$ cat config.mk
export PLATFORM = sky130hd
export DESIGN_NAME = game_ctrl_flat
export DESIGN_NICKNAME = d
export VERILOG_FILES = /design/src/rtl/game_ctrl_if.sv /design/src/rtl/game_ctrl.sv /design/src/flat_wrapper.sv
export SDC_FILE = /design/constraint.sdc
export NUM_CORES = 1
export LEC_CHECK = 0
export ABC_AREA = 1
export CORE_ASPECT_RATIO = 0.5
export CORE_MARGIN = 2
export CORE_UTILIZATION = 62
export CTS_CLUSTER_SIZE = 28
export DETAILED_ROUTE_END_ITERATION = 12
export GPL_ROUTABILITY_DRIVEN = 0
export GPL_TIMING_DRIVEN = 0
export PLACE_DENSITY = 0.93
export SLEW_MARGIN = 5
export SYNTH_ARGS = -nofsm -noshare
export SYNTH_HDL_FRONTEND = slang
export SYNTH_SLANG_ARGS = --single-unit
$ cat constraint.sdc
create_clock -name clk -period 4.4 [get_ports clk]
set_input_delay 0.88 -clock clk [delete_from_list [all_inputs] [get_ports clk]]
set_output_delay 0.88 -clock clk [all_outputs]
set_load 0.01 [all_outputs]
$ cat src/rtl/game_ctrl_if.sv
// Game sequencer signal bundle: player/timer inputs and game state outputs.
// The master modport belongs to game_ctrl; the slave modport is the consumer side.
interface game_ctrl_if;
  localparam int unsigned STATE_W = 2;
  localparam int unsigned TIME_W  = 16;
  localparam int unsigned SCORE_W = 8;

  logic               mouse_left;
  logic               clicked_duck;
  logic               end_of_time;
  logic [STATE_W-1:0] state_out;
  logic [TIME_W-1:0]  time_out;
  logic [SCORE_W-1:0] score;
  logic [SCORE_W-1:0] high_score;
  logic               new_record;

  modport master (
    input  mouse_left, clicked_duck, end_of_time,
    output state_out, time_out, score, high_score, new_record
  );

  modport slave (
    output mouse_left, clicked_duck, end_of_time,
    input  state_out, time_out, score, high_score, new_record
  );
endinterface

$ cat src/rtl/game_ctrl.sv
// Top-level game sequencer feeding game_timer: START -> GAME -> SCORE -> START.
// Counts duck hits, shortens the per-duck time limit every HITS_PER_LEVEL hits,
// and enforces a minimum SCORE dwell before a click returns to START.
// Optional high-score tracking is built only when GAME_CTRL_HIGH_SCORE_EN is defined.
module game_ctrl #(
  parameter logic [15:0] INIT_TIME      = 16'd5,
  parameter logic [15:0] MIN_TIME       = 16'd1,
  parameter logic [3:0]  HITS_PER_LEVEL = 4'd5,
  parameter logic [23:0] HOLD_CYCLES    = 24'd7_500_000
) (
  input  logic        clk,
  input  logic        rst,
  game_ctrl_if.master bus
);

  localparam int unsigned TIME_W  = 16;
  localparam int unsigned SCORE_W = 8;
  localparam int unsigned LEVEL_W = 4;
  localparam int unsigned HOLD_W  = 24;

  typedef enum logic [1:0] {
    ST_START = 2'b00,
    ST_SCORE = 2'b01,
    ST_GAME  = 2'b10
  } state_e;

  state_e               state_q, state_d;
  logic [TIME_W-1:0]    time_q, time_d;
  logic [SCORE_W-1:0]   score_q, score_d;
  logic [LEVEL_W-1:0]   level_q, level_d;
  logic [HOLD_W-1:0]    hold_q, hold_d;
  logic                 mouse_q, mouse_d;
  logic                 duck_q, duck_d;
`ifdef GAME_CTRL_HIGH_SCORE_EN
  logic [SCORE_W-1:0]   high_q, high_d;
  logic                 record_q, record_d;
`endif

  logic                 click_rise_c;
  logic                 hit_rise_c;
  logic [LEVEL_W-1:0]   level_inc_c;

  assign click_rise_c = bus.mouse_left & ~mouse_q;
  assign hit_rise_c   = bus.clicked_duck & ~duck_q;
  assign level_inc_c  = level_q + LEVEL_W'(1);

  // Next-state and next-output computation for every register.
  always_comb begin
    state_d  = state_q;
    time_d   = time_q;
    score_d  = score_q;
    level_d  = level_q;
    hold_d   = hold_q;
    mouse_d  = bus.mouse_left;
    duck_d   = bus.clicked_duck;
`ifdef GAME_CTRL_HIGH_SCORE_EN
    high_d   = high_q;
    record_d = record_q;
`endif

    case (state_q)
      ST_START: begin
        if (click_rise_c) begin
          state_d  = ST_GAME;
          score_d  = '0;
          time_d   = INIT_TIME;
          level_d  = '0;
`ifdef GAME_CTRL_HIGH_SCORE_EN
          record_d = 1'b0;
`endif
        end
      end

      ST_GAME: begin
        // Time-out wins over a simultaneous hit; that hit is dropped.
        if (bus.end_of_time) begin
          state_d = ST_SCORE;
          hold_d  = '0;
`ifdef GAME_CTRL_HIGH_SCORE_EN
          if (score_q > high_q) begin
            high_d   = score_q;
            record_d = 1'b1;
          end
`endif
        end else if (hit_rise_c) begin
          if (score_q != {SCORE_W{1'b1}}) begin
            score_d = score_q + SCORE_W'(1);
          end
          if (level_inc_c == HITS_PER_LEVEL) begin
            level_d = '0;
            time_d  = (time_q > MIN_TIME) ? time_q - TIME_W'(1) : MIN_TIME;
          end else begin
            level_d = level_inc_c;
          end
        end
      end

      ST_SCORE: begin
        if (hold_q != HOLD_CYCLES) begin
          hold_d = hold_q + HOLD_W'(1);
        end
        // Early clicks are simply lost, not remembered for later.
        if (click_rise_c && (hold_q == HOLD_CYCLES)) begin
          state_d = ST_START;
        end
      end

      default: begin
        state_d = ST_START;
        score_d = '0;
      end
    endcase
  end

  // State and output registers with asynchronous active-high reset.
  always_ff @(posedge clk or posedge rst) begin
    if (rst) begin
      state_q  <= ST_START;
      time_q   <= INIT_TIME;
      score_q  <= '0;
      level_q  <= '0;
      hold_q   <= '0;
      mouse_q  <= 1'b0;
      duck_q   <= 1'b0;
`ifdef GAME_CTRL_HIGH_SCORE_EN
      high_q   <= '0;
      record_q <= 1'b0;
`endif
    end else begin
      state_q  <= state_d;
      time_q   <= time_d;
      score_q  <= score_d;
      level_q  <= level_d;
      hold_q   <= hold_d;
      mouse_q  <= mouse_d;
      duck_q   <= duck_d;
`ifdef GAME_CTRL_HIGH_SCORE_EN
      high_q   <= high_d;
      record_q <= record_d;
`endif
    end
  end

  assign bus.state_out = state_q;
  assign bus.time_out  = time_q;
  assign bus.score     = score_q;
`ifdef GAME_CTRL_HIGH_SCORE_EN
  assign bus.high_score = high_q;
  assign bus.new_record = record_q;
`else
  assign bus.high_score = '0;
  assign bus.new_record = 1'b0;
`endif

endmodule

$ cat src/flat_wrapper.sv
// flat-port wrapper written by rule: the top's interface ports become plain ports
module game_ctrl_flat 
#(
  parameter logic [15:0] INIT_TIME      = 16'd5,
  parameter logic [15:0] MIN_TIME       = 16'd1,
  parameter logic [3:0]  HITS_PER_LEVEL = 4'd5,
  parameter logic [23:0] HOLD_CYCLES    = 24'd7_500_000
)
  (clk, rst, bus_mouse_left, bus_clicked_duck, bus_end_of_time, bus_state_out, bus_time_out, bus_score, bus_high_score, bus_new_record);
  game_ctrl_if bus_i ();
  input  logic clk;
  input  logic rst;
  input wire logic [$bits(bus_i.mouse_left)-1:0] bus_mouse_left;
  input wire logic [$bits(bus_i.clicked_duck)-1:0] bus_clicked_duck;
  input wire logic [$bits(bus_i.end_of_time)-1:0] bus_end_of_time;
  output wire logic [$bits(bus_i.state_out)-1:0] bus_state_out;
  output wire logic [$bits(bus_i.time_out)-1:0] bus_time_out;
  output wire logic [$bits(bus_i.score)-1:0] bus_score;
  output wire logic [$bits(bus_i.high_score)-1:0] bus_high_score;
  output wire logic [$bits(bus_i.new_record)-1:0] bus_new_record;
  assign bus_i.mouse_left = bus_mouse_left;
  assign bus_i.clicked_duck = bus_clicked_duck;
  assign bus_i.end_of_time = bus_end_of_time;
  assign bus_state_out = bus_i.state_out;
  assign bus_time_out = bus_i.time_out;
  assign bus_score = bus_i.score;
  assign bus_high_score = bus_i.high_score;
  assign bus_new_record = bus_i.new_record;
  game_ctrl #(.INIT_TIME(INIT_TIME), .MIN_TIME(MIN_TIME), .HITS_PER_LEVEL(HITS_PER_LEVEL), .HOLD_CYCLES(HOLD_CYCLES)) u_core (.clk(clk), .rst(rst), .bus(bus_i));
endmodule
==> reports/results.ini <==
[sta]
rsz0062_at_grt = false
fin_crit_ns = 2.334
period_share_pct = 53.04
slew_viol_final = 0
holdWs_ns = 0.5023
setup_viol = 0
fmax_mhz = 428.5
hold_viol = 0
setup_tns_ns = 0
fin_worst_skew_ns = 0.008861

[route]
drtIter0Drc = 365
met3RoutedLength_um = 510
first_pass_iters = 7
met2WireLength_mm = 4.242
route.detailed.wl_per_inst_um = 13.35
drc = 0
maxUsedRoutingLayer = met4
ant_nets = 0
drt-met1-wl_mm = 3.942
routed_wl_mm = 8.877
viasPerCell = 5.493
routed-via-count = 3653

[global_route]
antenna_found_initial = 0
grt_usage_pct = 29.10
grt_start_max_net_pins = 42
globalRouteOverflowTotal = 0
grt_pass1_wl_mm = 15.36
grt_pass1_vias = 3483

[cts]
cts-hold-fix-buffers = 0
path_clk_slew_ns = 0.07
cts_root_buffer = clkbuf_16
cts.sinks = 56
ctsResizeCount = 0
clockBufferDepth = 2
numCtsBuffers = 5
cts_tree = built
cts.htree.levels = 2
cts_setup_buffers = 0
clk-insertion-delay-late_ns = 0.31

[finish]
final_common_cell = nand2_1
final_cell_mix = nand2_1, nor2_1, nand3_1, dfrtp_1, inv_1
drive_above_1_share_pct = 7.770
final_nets = 603
syn_to_final_growth_pct = 15.76
num_antenna_cells = 0

[logic_synthesis]
postSynthCellCount = 545
yosysWarnings = 0
synth_seq_cells = 56
yosysSeqAreaShare_pct = 37.71
synth_cell_types = 30
synthesis.area_um2 = 3722
syn_area_per_cell_um2 = 6.830

[power_and_ir_drop]
p_leak_nw = 2.147
power.density_nw_per_um2 = 631.7
irDropWorstVdd_mv = 0.3325

[placement]
dpl.hpwl_mm = 6.317
port_buffers = 30

[setup_path]
setup.worst_path.class = flop to primary output
path_cells = clkdlybuf4s50_1
path_buf_inv = 1
critPathLaunchType = flop
max_stage_delay_ns = 0.60
critPathSlowestCell = dfstp_2
critPathArrivalTime_ns = 1.45
critPathMaxFanout = 7
worst_setup_path_end_kind = primary output
critPathTopFamily = flip-flops
worstPathRequired_ns = 3.52

[die]
chipWidth_um = 113.6
initial_utilization_pct = 66.07
die_area_um2 = 6677
num_rows = 19
coreArea_um2 = 5634
die_height_um = 58.79
ios = 40

[min_path]
hold_path.class = flop to flop

[run_status]
status = complete, no violations

[run]
maxCapViolCount = 0

## final timing paths
kind	slack, ns	cells after the start	to	startpoint
min in group asynchronous	0.87	2	u_core.bus.score[3]	rst
min reg2reg	0.50	2	u_core.bus.time_out[2]	u_core.bus.time_out[2]
min	0.50	2	u_core.bus.time_out[2]	u_core.bus.time_out[2]
max reg2reg	2.38	10	u_core.bus.time_out[0]	u_core.bus.time_out[0]
max in group asynchronous	2.99	3	u_core.hold_q[19]	rst
max	2.07	1	bus_time_out[0]	u_core.bus.time_out[0]
## cells in the mapped netlist
master      n  area share [%]
nor2_1     78             7.9
nand4_1    10             1.7
nand3b_1    1            0.20
inv_1      50             5.0
nand2_1   191              19
xor2_1     16             3.8
nand2_2     1            0.17
o21ai_1     2            0.27
nor2_2      3            0.50
inv_4       1            0.17
nand3_1    56             7.5
a21oi_4     2            0.87
buf_4      11             2.2
dfrtp_1    54              36
dfstp_2     2             1.4
o21ai_0    24             3.2
a21oi_2     1            0.24
nor2_8      1            0.54
buf_2       4            0.54
a21oi_1     1            0.13
o22ai_1     1            0.17
conb_1      1            0.10
buf_6       3            0.91
nor3_1      9             1.2
nand2_4     2            0.60
ha_1        7             2.4
inv_2       3            0.30
nor2_4      1            0.30
o21ai_2     2            0.47
xnor2_1     7             1.6
## power breakdown
part | switching, mW | internal (mW)
clock | 0.195 | 0.213
combinational | 0.932 | 0.525
sequential | 0.202 | 0.655
## tightest hold or removal path, stage by stage, from the launching register on
cell	delay, ns
dfstp_2	0.40
nand2_1	0.06
nand2_1	0.04
## routing by layer
metal	vias to the layer above	GRT usage, %
li1	1792	-
met1	1691	36.74
met2	141	50.47
met3	29	5.252
met4	0	12.72
met5	-	0
## through the flow
step | instance area (µm²) | instances | power, mW | utilization [%] | setup slack, ns
global route | 4309 | 665 | 2.951 | 76.48 | 1.959
CTS | 4309 | 665 | 2.707 | 76.48 | 2.071
floorplan | 3752 | 553 | 1.833 | - | 2.152
global placement | 4144 | 656 | 2.207 | 73.55 | 1.128
detailed placement | 4164 | 657 | 2.268 | 73.91 | 1.780
finish | 4309 | 665 | 2.722 | 76.48 | 2.066
## state kept, by name (all words and copies together), names as in the netlist
register              cells
u_core.bus.score          8
u_core.mouse_q            1
u_core.bus.state_out      2
u_core.hold_q            24
u_core.duck_q             1
u_core.level_q            4
u_core.bus.time_out      16
## cell type report
type / instances / area, µm²
multi-input cells: 425 / 2007
flip-flops and latches: 56 / 1404
fillers: 437 / 1325
repair buffers: 31 / 320.3
inverters: 54 / 205.2
plain buffers: 18 / 136.4
clock buffers: 6 / 128.9
well taps: 73 / 91.34
clock inverters: 2 / 16.27
## cells by family after synthesis
family	share of synthesized area [%]
flops	37.71
simple gates	39.87
xor+xnor	5.412
other cells	0.1007
buf+inv	9.177
compound gates	5.378
fa+ha+maj	2.353
Power figures use the tool's default switching activity.
